`config.mk`:
```
export PLATFORM = sky130hd
export DESIGN_NAME = sim_run_ctrl
export DESIGN_NICKNAME = d
export VERILOG_FILES = /design/src/rtl/sim_run_ctrl.sv
export SDC_FILE = /design/constraint.sdc
export NUM_CORES = 1
export LEC_CHECK = 0
export BUFFER_PORTS_ARGS = -buffer_cell sky130_fd_sc_hd__buf_2
export CORE_AREA = 3 3 143 145
export CTS_CLUSTER_DIAMETER = 50
export DETAILED_ROUTE_END_ITERATION = 8
export DIE_AREA = 0 0 146 148
export GPL_TIMING_DRIVEN = 1
export MAX_ROUTING_LAYER = met4
export PLACE_DENSITY_LB_ADDON = 0.08
export SETUP_SLACK_MARGIN = 0.2
export SYNTH_ARGS = -nofsm -noshare
export SYNTH_HDL_FRONTEND = slang
export SYNTH_SLANG_ARGS = --single-unit
```
`constraint.sdc`:
```
create_clock -name clk -period 8.8 [get_ports clk]
set_input_delay 1.32 -clock clk [delete_from_list [all_inputs] [get_ports clk]]
set_output_delay 1.32 -clock clk [all_outputs]
set_load 0.03 [all_outputs]
```
`src/rtl/sim_run_ctrl.sv`:
```
// Bring-up run controller: preloads a config table into byte RAM, holds the cores
// in reset, runs them for a chunked cycle budget with early exit on all-done, and
// then streams a RAM window out to a dump consumer.
module sim_run_ctrl #(
  parameter int unsigned N_CORES      = 1,
  parameter int unsigned ADDR_W       = 16,
  parameter int unsigned INIT_WORDS   = 9,
  parameter int unsigned INIT_BASE    = 40960,
  parameter int unsigned RST_HOLD     = 12,
  parameter int unsigned CHUNK_CYCLES = 10000,
  parameter int unsigned N_CHUNKS     = 100,
  parameter int unsigned DUMP_BASE    = 0,
  parameter int unsigned DUMP_WORDS   = 65536
) (
  input  logic                          clk,
  input  logic                          rst,
  input  logic                          start_i,
  input  logic [32*INIT_WORDS-1:0]      init_table_i,
  output logic                          mem_we_o,
  output logic                          mem_re_o,
  output logic [ADDR_W-1:0]             mem_addr_o,
  output logic [7:0]                    mem_wdata_o,
  input  logic                          mem_gnt_i,
  input  logic                          mem_rvalid_i,
  input  logic [7:0]                    mem_rdata_i,
  output logic [N_CORES-1:0]            core_rst_n_o,
  input  logic [N_CORES-1:0]            core_done_i,
  output logic [$clog2(N_CHUNKS+1)-1:0] progress_o,
  output logic                          progress_p_o,
  output logic                          dump_valid_o,
  input  logic                          dump_ready_i,
  output logic [ADDR_W-1:0]             dump_addr_o,
  output logic [7:0]                    dump_data_o,
  output logic                          dump_last_o,
  output logic                          busy_o,
  output logic                          finished_o,
  output logic                          timeout_o
);

  localparam int unsigned PW     = $clog2(N_CHUNKS + 1);
  localparam int unsigned NBytes = 4 * INIT_WORDS;
  localparam logic [ADDR_W-1:0] InitBaseA = ADDR_W'(INIT_BASE);
  localparam logic [ADDR_W-1:0] DumpBaseA = ADDR_W'(DUMP_BASE);

  // Dump is split into request / wait-for-data / present so only one read is in flight.
  typedef enum logic [2:0] {
    StIdle, StPreload, StHold, StRun, StDumpReq, StDumpWait, StDumpOut, StDone
  } state_e;

  state_e          state_q, state_d;
  logic [31:0]     idx_q, idx_d;    // preload byte index, hold count or dump index
  logic [31:0]     cyc_q, cyc_d;    // cycle within the current run chunk
  logic [PW-1:0]   progress_q, progress_d;
  logic            pulse_q, pulse_d;
  logic            timeout_q, timeout_d;
  logic [7:0]      rdata_q, rdata_d;
  logic [7:0]      init_byte;
  logic            run_wrap, budget_hit, all_done;

  assign run_wrap   = (cyc_q == CHUNK_CYCLES - 1);
  assign budget_hit = (32'(progress_q) + 32'd1 >= N_CHUNKS);
  assign all_done   = &core_done_i;

  // Little-endian byte select: byte j of the table sits at bits [8j+7:8j].
  always_comb begin
    init_byte = '0;
    for (int j = 0; j < int'(NBytes); j++) begin
      if (idx_q == 32'(j)) init_byte = init_table_i[8*j +: 8];
    end
  end

  // Next-state logic for the sequencer and its counters.
  always_comb begin
    state_d    = state_q;
    idx_d      = idx_q;
    cyc_d      = cyc_q;
    progress_d = progress_q;
    pulse_d    = 1'b0;
    timeout_d  = timeout_q;
    rdata_d    = rdata_q;
    unique case (state_q)
      StIdle, StDone: begin
        if (start_i) begin
          state_d    = StPreload;
          idx_d      = '0;
          progress_d = '0;
          timeout_d  = 1'b0;
        end
      end
      StPreload: begin
        if (mem_gnt_i) begin
          if (idx_q == NBytes - 1) begin
            idx_d   = '0;
            cyc_d   = '0;
            state_d = (RST_HOLD == 0) ? StRun : StHold;
          end else begin
            idx_d = idx_q + 32'd1;
          end
        end
      end
      StHold: begin
        if (idx_q == RST_HOLD - 1) begin
          idx_d   = '0;
          cyc_d   = '0;
          state_d = StRun;
        end else begin
          idx_d = idx_q + 32'd1;
        end
      end
      StRun: begin
        if (run_wrap) begin
          cyc_d      = '0;
          progress_d = progress_q + PW'(1);
          pulse_d    = 1'b1;
        end else begin
          cyc_d = cyc_q + 32'd1;
        end
        // All-done takes priority over budget exhaustion in the same cycle.
        if (all_done) begin
          state_d   = StDumpReq;
          timeout_d = 1'b0;
          idx_d     = '0;
        end else if (run_wrap && budget_hit) begin
          state_d   = StDumpReq;
          timeout_d = 1'b1;
          idx_d     = '0;
        end
      end
      StDumpReq: begin
        if (mem_gnt_i) state_d = StDumpWait;
      end
      StDumpWait: begin
        if (mem_rvalid_i) begin
          rdata_d = mem_rdata_i;
          state_d = StDumpOut;
        end
      end
      StDumpOut: begin
        if (dump_ready_i) begin
          if (idx_q == DUMP_WORDS - 1) begin
            state_d = StDone;
          end else begin
            idx_d   = idx_q + 32'd1;
            state_d = StDumpReq;
          end
        end
      end
      default: state_d = StIdle;
    endcase
  end

  // State and counter registers with synchronous reset.
  always_ff @(posedge clk) begin
    if (rst) begin
      state_q    <= StIdle;
      idx_q      <= '0;
      cyc_q      <= '0;
      progress_q <= '0;
      pulse_q    <= 1'b0;
      timeout_q  <= 1'b0;
      rdata_q    <= '0;
    end else begin
      state_q    <= state_d;
      idx_q      <= idx_d;
      cyc_q      <= cyc_d;
      progress_q <= progress_d;
      pulse_q    <= pulse_d;
      timeout_q  <= timeout_d;
      rdata_q    <= rdata_d;
    end
  end

  // Outputs decoded from the current state; idle values are all zero.
  always_comb begin
    mem_we_o     = (state_q == StPreload);
    mem_re_o     = (state_q == StDumpReq);
    mem_addr_o   = '0;
    mem_wdata_o  = '0;
    dump_valid_o = (state_q == StDumpOut);
    dump_addr_o  = '0;
    dump_data_o  = '0;
    dump_last_o  = 1'b0;
    if (state_q == StPreload) begin
      mem_addr_o  = InitBaseA + idx_q[ADDR_W-1:0];
      mem_wdata_o = init_byte;
    end
    if (state_q == StDumpReq) mem_addr_o = DumpBaseA + idx_q[ADDR_W-1:0];
    if (state_q == StDumpOut) begin
      dump_addr_o = DumpBaseA + idx_q[ADDR_W-1:0];
      dump_data_o = rdata_q;
      dump_last_o = (idx_q == DUMP_WORDS - 1);
    end
  end

  assign core_rst_n_o = (state_q == StRun) ? {N_CORES{1'b1}} : {N_CORES{1'b0}};
  assign progress_o   = progress_q;
  assign progress_p_o = pulse_q;
  assign timeout_o    = timeout_q;
  assign finished_o   = (state_q == StDone);
  assign busy_o       = (state_q != StIdle) && (state_q != StDone);

endmodule
```
; Yosys cells after proc, flatten, opt, wreduce, memory -nomap -nowiden
; Index checks and enable logic that the tools add are counted.
[totals]
reg_bits = 84
inputBits = 303
out_inout_bits = 64
elab_cells = 161
[op_classes]
addsub = 5
n_lt_le_gt_ge = 1
n_eq_ne = 55
n_mux = 76
n_bitwise = 1
n_reduce_logical = 16
[op_table]
columns = op, count
row1 = $eq 32x5->1 const B, 16
row2 = $mux 32, 12
row3 = $mux 8, 38
row4 = $eq 32x4->1 const B, 8
row5 = $pmux 32 s5, 1
row6 = $eq 32x3->1 const B, 4
row7 = $eq 32x6->1 const B, 4
row8 = $pmux 32 s3, 1
row9 = $add 32x1->32 const B, 2
row10 = $eq 32x2->1 const B, 2
row11 = $mux 16, 3
row12 = $eq 32x1->1 const B, 1
row13 = $eq 32x14->1 const B, 1
row14 = $eq 32x16->1 const B, 1
row15 = $logic_not 32->1, 1
row16 = $mux 3, 9
row17 = $pmux 3 s7, 1
row18 = $add 16x16->16 const A, 1
row19 = $mux 7, 2
row20 = $pmux 7 s2, 1
row21 = $eq 3x3->1 const B, 4
row22 = $ne 2x2->1 const B, 5
row23 = $add 7x1->8 const B, 1
row24 = $ge 8x7->1 const B, 1
row25 = other kinds (20), 34

; Depth between registers and ports, before layout
; Gate-level depths: netlist of run 1.
[logic_depth]
ltp_word = 38
mapped_depth = 12

; Worst setup path before layout of run 1
; No wires, ideal clock.
[synth_path]
path_kind = register to output
startpoint = register idx_q[0]
endpoint = output port mem_wdata_o[6]
t_arrival_ns = 3.294
setup_slack_ns = 4.186
stages_incl_launch_ff = 11
n_path_buf = 2
cell_sequence = dfxtp_1 -> inv_1 -> ha_1 -> clkbuf_1 -> or3b_2 -> clkbuf_1 -> nor4_4 -> nand2_2 -> o311ai_0 -> o21ai_0 -> a2111oi_1
[synth_via]
elab_chain_cells = 38
[synth_lines]
columns = item, line_no
row1 = from (decl), 51  ; logic [31:0] idx_q, idx_d;
row2 = from (signal assigned), 164  ; idx_q <= idx_d;
row3 = $logic_not 32->1, 68  ; if (idx_q == 32'(j)) init_byte = init_table_i[8*j +: 8];
row4 = $mux 8 (35 in series), 68
row5 = $mux 8 *, 68
row6 = $mux 8 *, 183  ; if (state_q == StPreload) begin
row7 = to (decl), 22  ; output logic [7:0] mem_wdata_o,
; Mark *: on every way between the ends. The rest lies on a longest branch, timed or not.

; Worst setup path in the final report of run 1
[layout_path]
startpoint = register idx_q[0]
endpoint = output port mem_wdata_o[3]
; The elaborated chain is that of the path after synthesis.

==> results.txt, run 1 <==
Outcome - finished clean
Post-CTS Resized - 0
Area after DPL - 0.0104 mm2
Iter 0 DRT Violations - 1419
Synth top area share - 19.7%
Layout Skew - 5.80 ps
Final hold vios - 0
Crit path max-delay family - compound AO/OA/AOI/OAI gates
Crit path DAT - 4750 ps
Worst hold-check path type - flop to flop
Input/output buffers - 366
RSZ-0062 raised after global routing - false
Drt total wl - 45800 um
IO Pins - 367
Slowest Stage Delay on Critical Path - 680 ps
CTS Hold Buffers Added - 0
Clk Latency, worst-skew pair - 350 ps
Initial antenna violation count - 1
WP data required - 7480 ps
Mean post-synth cell area - 6.97 um2
DR vias - 11753
Worst slew pin tran - 1330 ps
Cell accounting for the most synthesized area - dfxtp_1
H-tree levels - 3
Met3 Use GR - 6.93%
R2R setup slack - 4340 ps
Dpl hpwl - 35100 um
Commonest non-fill, non-tap cell in the layout - buf_2
Setup violators final - 0
Vias in the first global route - 10910
Cell variety after synth - 93
Critical-path top delay cell - ha_2
# DRC - 0
Utilization after layout - 55.0%
Post-Syn Instances - 1227
Synth top area cells - dfxtp_1 20%, a21oi_1 6.3%, nand2_1 5.3%
Most frequent cells in the layout - 366 x buf_2, 121 x nand2_1, 111 x nor2_1
Layout cell share with drive strength beyond 1 - 29.1%
ANT nets after route - 0
First-pass GRT wire length - 67700 um
Clk buf depth - 2
Cell row count - 51
Core area - 0.0193 mm2
CTS tree - built
Nets@finish - 1827
GRT overflow - 0
Syn-to-layout area delta - 24.4%
Routed len/inst - 25.6 um
Total CTS buffers - 9
Number of flops mapped to enable cells by yosys - 0
Synthesized area - 0.00855 mm2
P_leak - 4.16 nW
Routability-driven placement congestion ratio - 1.06
Startpoint types - flop
Sequential area share after synthesis - 19.7%
Clock Pin Slew Worst Setup and Hold Paths - 70 ps
Die width - 146 um
Fill cell count - 1964
Max-slew violations - 0
Fmax - 165 MHz
Die area - 0.0216 mm2
Share of async-settable or async-resettable flops after synthesis - 0%
Fin Hold WS - 455 ps
Root buffer cell - clkbuf_16
Power Density - 180 mW/mm2
Maxcap violations - 0
CP Cell Sequence - inv_1 -> ha_2 -> buf_4 -> nand3b_1 -> nand2_1 -> o22ai_1 -> a2111oi_0 -> o2111ai_1 -> a21oi_1 -> o31a_1 -> buf_2
Starting Density - 44.2%
Total Routing Usage GR - 41.1%
Design area - 0.0106 mm2
Part of the cycle the worst path needs - 69.0%
Buf/Inv on CP - 3
Top_reg_cell synth - dfxtp_1
CP endpoint kind - primary output
Vias/cell - 6.58
Setup bufs post-CTS - 0
Total power draw - 1.92 mW
Max Fanout on Critical Path - 40
Register bit total from synthesis - 84
Slew headroom - 11.2%
Final Critical Period - 6070 ps
GRT busiest layer - met2
Synth warnings - 0
Die height - 148 um
Largest net degree at the start of global routing - 56
GR met2 Demand/Resource - 67.0%
Worst VDD drop - 0.000143 V
Setup CP Type - flop to primary output
CTS sink count - 84
Setup_tns - 0 ps
Syn Nets - 1538
Grt met1 use - 50.2%
Detailed Routing Iterations Pass 1 - 6
## power breakdown
group / internal [mW] / total (mW) / leakage, nW / switching [mW]
sequential: 0.388 / 0.407 / 0.677 / 0.0187
clock: 0.202 / 0.370 / 0.141 / 0.168
combinational: 0.370 / 1.14 / 3.34 / 0.770
total: 0.960 / 1.92 / 4.16 / 0.957
## worst paths after layout
kind,start,endpoint,cells after the start
setup / recovery,idx_q[0]$_SDFFE_PP0P_,mem_wdata_o[3],11
hold / removal,rdata_q[4]$_SDFFE_PP0P_,rdata_q[4]$_SDFFE_PP0P_,2
setup reg to reg,idx_q[1]$_SDFFE_PP0P_,cyc_q[22]$_SDFFE_PP0P_,10
hold reg to reg,rdata_q[4]$_SDFFE_PP0P_,rdata_q[4]$_SDFFE_PP0P_,2
## per-layer routing
layer | vias to the layer above | share of wire, %
met3 | 162 | 9.0
met1 | 5548 | 38
met5 | - | 0
li1 | 5266 | -
met4 | 0 | 5.1
met2 | 777 | 47
## metrics by stage
step	setup WS [ps]	std cells
3_5_place_dp	3300	1770
5_1_grt	2650	1787
6_report	2730	1787
2_1_floorplan	4190	1227
3_3_place_gp	3380	1770
4_1_cts	2920	1786
## logic make-up after synthesis
group,share of synthesized area [%]
and+or+nand+nor,35.5
AOI/OAI and AO/OA,33.7
buffers and inverters,6.74
DFF,19.7
xor gates and xnor gates,3.07
adders and majority gates,1.17
muxes,0.234
## tightest hold or removal path, delay by kind of cell, from the launching register on
family,cells,cell delay [ps]
DFF,1,310
AOI/OAI and AO/OA,1,50
and+or+nand+nor,1,50
## registers in the layout, summed over array words and instances (netlist names)
signal        cells
cyc_q            32
timeout_o         1
state_q           3
idx_q            32
progress_p_o      1
progress_o        7
rdata_q           8
## synth_stat cells (7+ instances only)
cell / instances
a211oi_1: 11
a21o_1: 8
a21oi_1: 107
a221o_1: 8
a221oi_1: 20
a22oi_1: 8
a31oi_1: 17
and2_1: 28
and3_1: 12
buf_2: 20
buf_6: 8
clkbuf_1: 64
dfxtp_1: 84
ha_1: 8
inv_1: 19
nand2_1: 121
nand2b_1: 12
nand3_1: 52
nand3b_1: 13
nand4_1: 20
nor2_1: 111
nor2b_1: 23
nor3_1: 30
nor3b_1: 7
nor4_1: 20
o211ai_1: 11
o21ai_0: 88
o221ai_1: 8
o22ai_1: 30
o31ai_1: 31
or3_1: 18
or4_1: 25
xnor2_1: 29
## cell type report
class	count	area, um2	area share [%]
Multi-Input combinational cell	1018	6310	59.3
Timing Repair Buffer	381	1940	18.3
Sequential cell	84	1680	15.8
Tap cell	265	332	3.12
Clock buffer	10	239	2.25
Inverter	22	82.6	0.776
Clock inverter	6	46.3	0.435
Antenna cell	1	2.50	0.0235
No activity file was read; power rests on OpenSTA's default activity.
==> run 2: changes to the inputs <==
- CORE_AREA: 3 3 143 145 -> not set
- CORE_ASPECT_RATIO: not set -> 1.4
- CORE_MARGIN: not set -> 3
- CORE_UTILIZATION: not set -> 45
- DIE_AREA: 0 0 146 148 -> not set
- clock period: 8.8 -> 5.3 ns (I/O delays scaled with it)
==> run 2 against run 1 <==
The run now ends with design-rule violations left. Largest cell class unchanged. Flip-flop and latch count is the same. First-iteration DRC count grew 19%. Die area is 4.1% lower. Worst setup slack lost 2400 ps. Hold slack gained 1.9 ps. Critical path type unchanged. Sequential power rose by 66%. Clock power rose by 73%. Wire length increased by 5.7%. Clock-buffer cell count unchanged. Cell area up 2.1%. Cell count up 0.62%.
==> results.txt, run 2 (synthesized netlist as in run 1, its figures left out) <==
Place WS - 606 ps
Worst hold start - rdata_q[0]$_SDFFE_PP0P_
H-tree levels - 3
Die width - 123 um
Cell row count - 59
Die height - 169 um
Part of the cycle the worst path needs - 92.8%
Gate power share - 60.4%
Layout Cells excl Fill - 1798
Worst slew pin tran - 1140 ps
Fmax - 203 MHz
Layout Skew - 13.2 ps
# DRC - 2
Starting Density - 46.0%
Final Critical Period - 4920 ps
Largest registers - cyc_q: 32 flops, idx_q: 32 flops, rdata_q: 8 flops
Post-route setup slack - 380 ps
Reg2reg start - idx_q[1]$_SDFFE_PP0P_
Commonest non-fill, non-tap cell in the layout - buf_2
Input/output buffers - 366
IO Pins - 367
Utilization after layout - 58.4%
Critical-path top delay cell - a2111oi_0
RSZ-0062 raised after global routing - false
Slowest Stage Delay on Critical Path - 630 ps
Setup violators final - 0
Max-slew violations - 0
Routed len/inst - 26.9 um
Core area - 0.0186 mm2
# placed instances - 1778
Power Density - 306 mW/mm2
DR vias - 12313
Crit path max-delay family - compound AO/OA/AOI/OAI gates
Drt total wl - 48400 um
Most frequent CP cell - buf_4
CP Cell Sequence - ha_1 -> buf_4 -> or4bb_1 -> a211oi_1 -> o31ai_1 -> a2111oi_0 -> buf_4 -> o2111ai_1 -> a21oi_1 -> o31a_1 -> buf_2
Syn-to-layout area delta - 27.0%
Vias in the first global route - 11543
Detailed Routing Iterations Pass 1 - 9
Crit path DAT - 4120 ps
Worst VDD drop - 0.000247 V
CTS sink count - 84
Startpoint types - flop
P_leak - 4.30 nW
Setup_tns - 0 ps
Total Routing Usage GR - 45.5%
Maxcap violations - 0
Final hold vios - 0
Cell-internal power - 1.66 mW
Die area - 0.0207 mm2
WP data required - 4510 ps
Setup bufs post-CTS - 0
Max Fanout on Critical Path - 13
Failing checks - design-rule violations
R2R setup slack - 1340 ps
CTS Hold Buffers Added - 0
Setup CP Type - flop to primary output
Layout cell share with drive strength beyond 1 - 30.3%
GRT overflow - 0
Initial antenna violation count - 5
Clk buf depth - 2
Vias/cell - 6.85
Switch Pwr - 1.65 mW
Dpl hpwl - 37500 um
Root buffer cell - clkbuf_16
Buf/Inv on CP - 3
Sequential share of power - 20.3%
ANT nets after route - 0
Outcome - complete, but fails checks
Total CTS buffers - 9
First-pass GRT wire length - 69800 um
Routability-driven placement congestion ratio - 1.14
Sw Ratio - 49.9%
Iter 0 DRT Violations - 1687
Nets@finish - 1856
Slew headroom - 24.2%
Most frequent cells in the layout - 366 x buf_2, 121 x nand2_1, 111 x nor2_1
Largest net degree at the start of global routing - 38
Clock share of power - 19.3%
CTS tree - built
Clk Latency, worst-skew pair - 350 ps
CP endpoint kind - primary output
CP startpoint - idx_q[1]$_SDFFE_PP0P_
Clock Pin Slew Worst Setup and Hold Paths - 70 ps
Total power draw - 3.32 mW
Worst hold-check path type - flop to flop
-- run 2: cell count changes in the layout (fill, tap and decap cells not counted), sizes merged --
cell / before / now
diode: 1 / 5
buf: 381 / 410
clkinv: 5 / 3
bufinv: 0 / 1
clkinvlp: 1 / 3
inv: 22 / 20
-- run 2: power by group through the flow --
| stage | combinational, mW | sequential (mW) | clock, mW |
|---|---|---|---|
| 4_1_cts | 1.88 | 0.674 | 0.643 |
| 3_5_place_dp | 1.87 | 0.688 | 0 |
| 2_1_floorplan | 1.18 | 0.670 | 0 |
| 6_report | 2.00 | 0.675 | 0.639 |
| 5_1_grt | 2.07 | 0.679 | 0.663 |
| 3_3_place_gp | 1.89 | 0.686 | 0 |
-- run 2: worst paths after layout --
kind	endpoint	cells after the start
max	mem_wdata_o[3]	11
min	rdata_q[0]$_SDFFE_PP0P_	2
max reg2reg	cyc_q[24]$_SDFFE_PP0P_	10
min reg2reg	rdata_q[0]$_SDFFE_PP0P_	2
-- run 2: layout make-up --
class	count	area [um2]
multi-input cells	1018	6320
clock inverters	5	61.3
inverters	22	82.6
well taps	244	305
diodes	5	12.5
fillers	1888	7740
repair buffers	410	2160
flip-flops and latches	84	1680
clock buffers	10	229
-- run 2: stage by stage --
stage	cell area, um2	hold WS [ps]
6_report	10900	457
3_5_place_dp	10500	448
2_1_floorplan	8550	432
4_1_cts	10800	457
3_3_place_gp	10500	438
5_1_grt	10900	486
-- run 2: metal layers --
metal,wire [um],part of all wire (%),track usage (%)
met1,17000,35,51.8
met2,21800,45,70.5
met3,5510,11,11.1
met4,4150,8.6,29.9
met5,0,0,-
-- run 2: worst min-delay path: cells and delay by family, from the launching register on --
kind	cells	cell delay (ps)
AND/OR/NAND/NOR	1	50
flip-flops	1	310
AO/OA/AOI/OAI	1	50
-- run 2: timing repair --
item	in CTS	in global routing
resized for setup	0	2
endpoints found under the hold margin	0	0
setup endpoints to repair	0	1
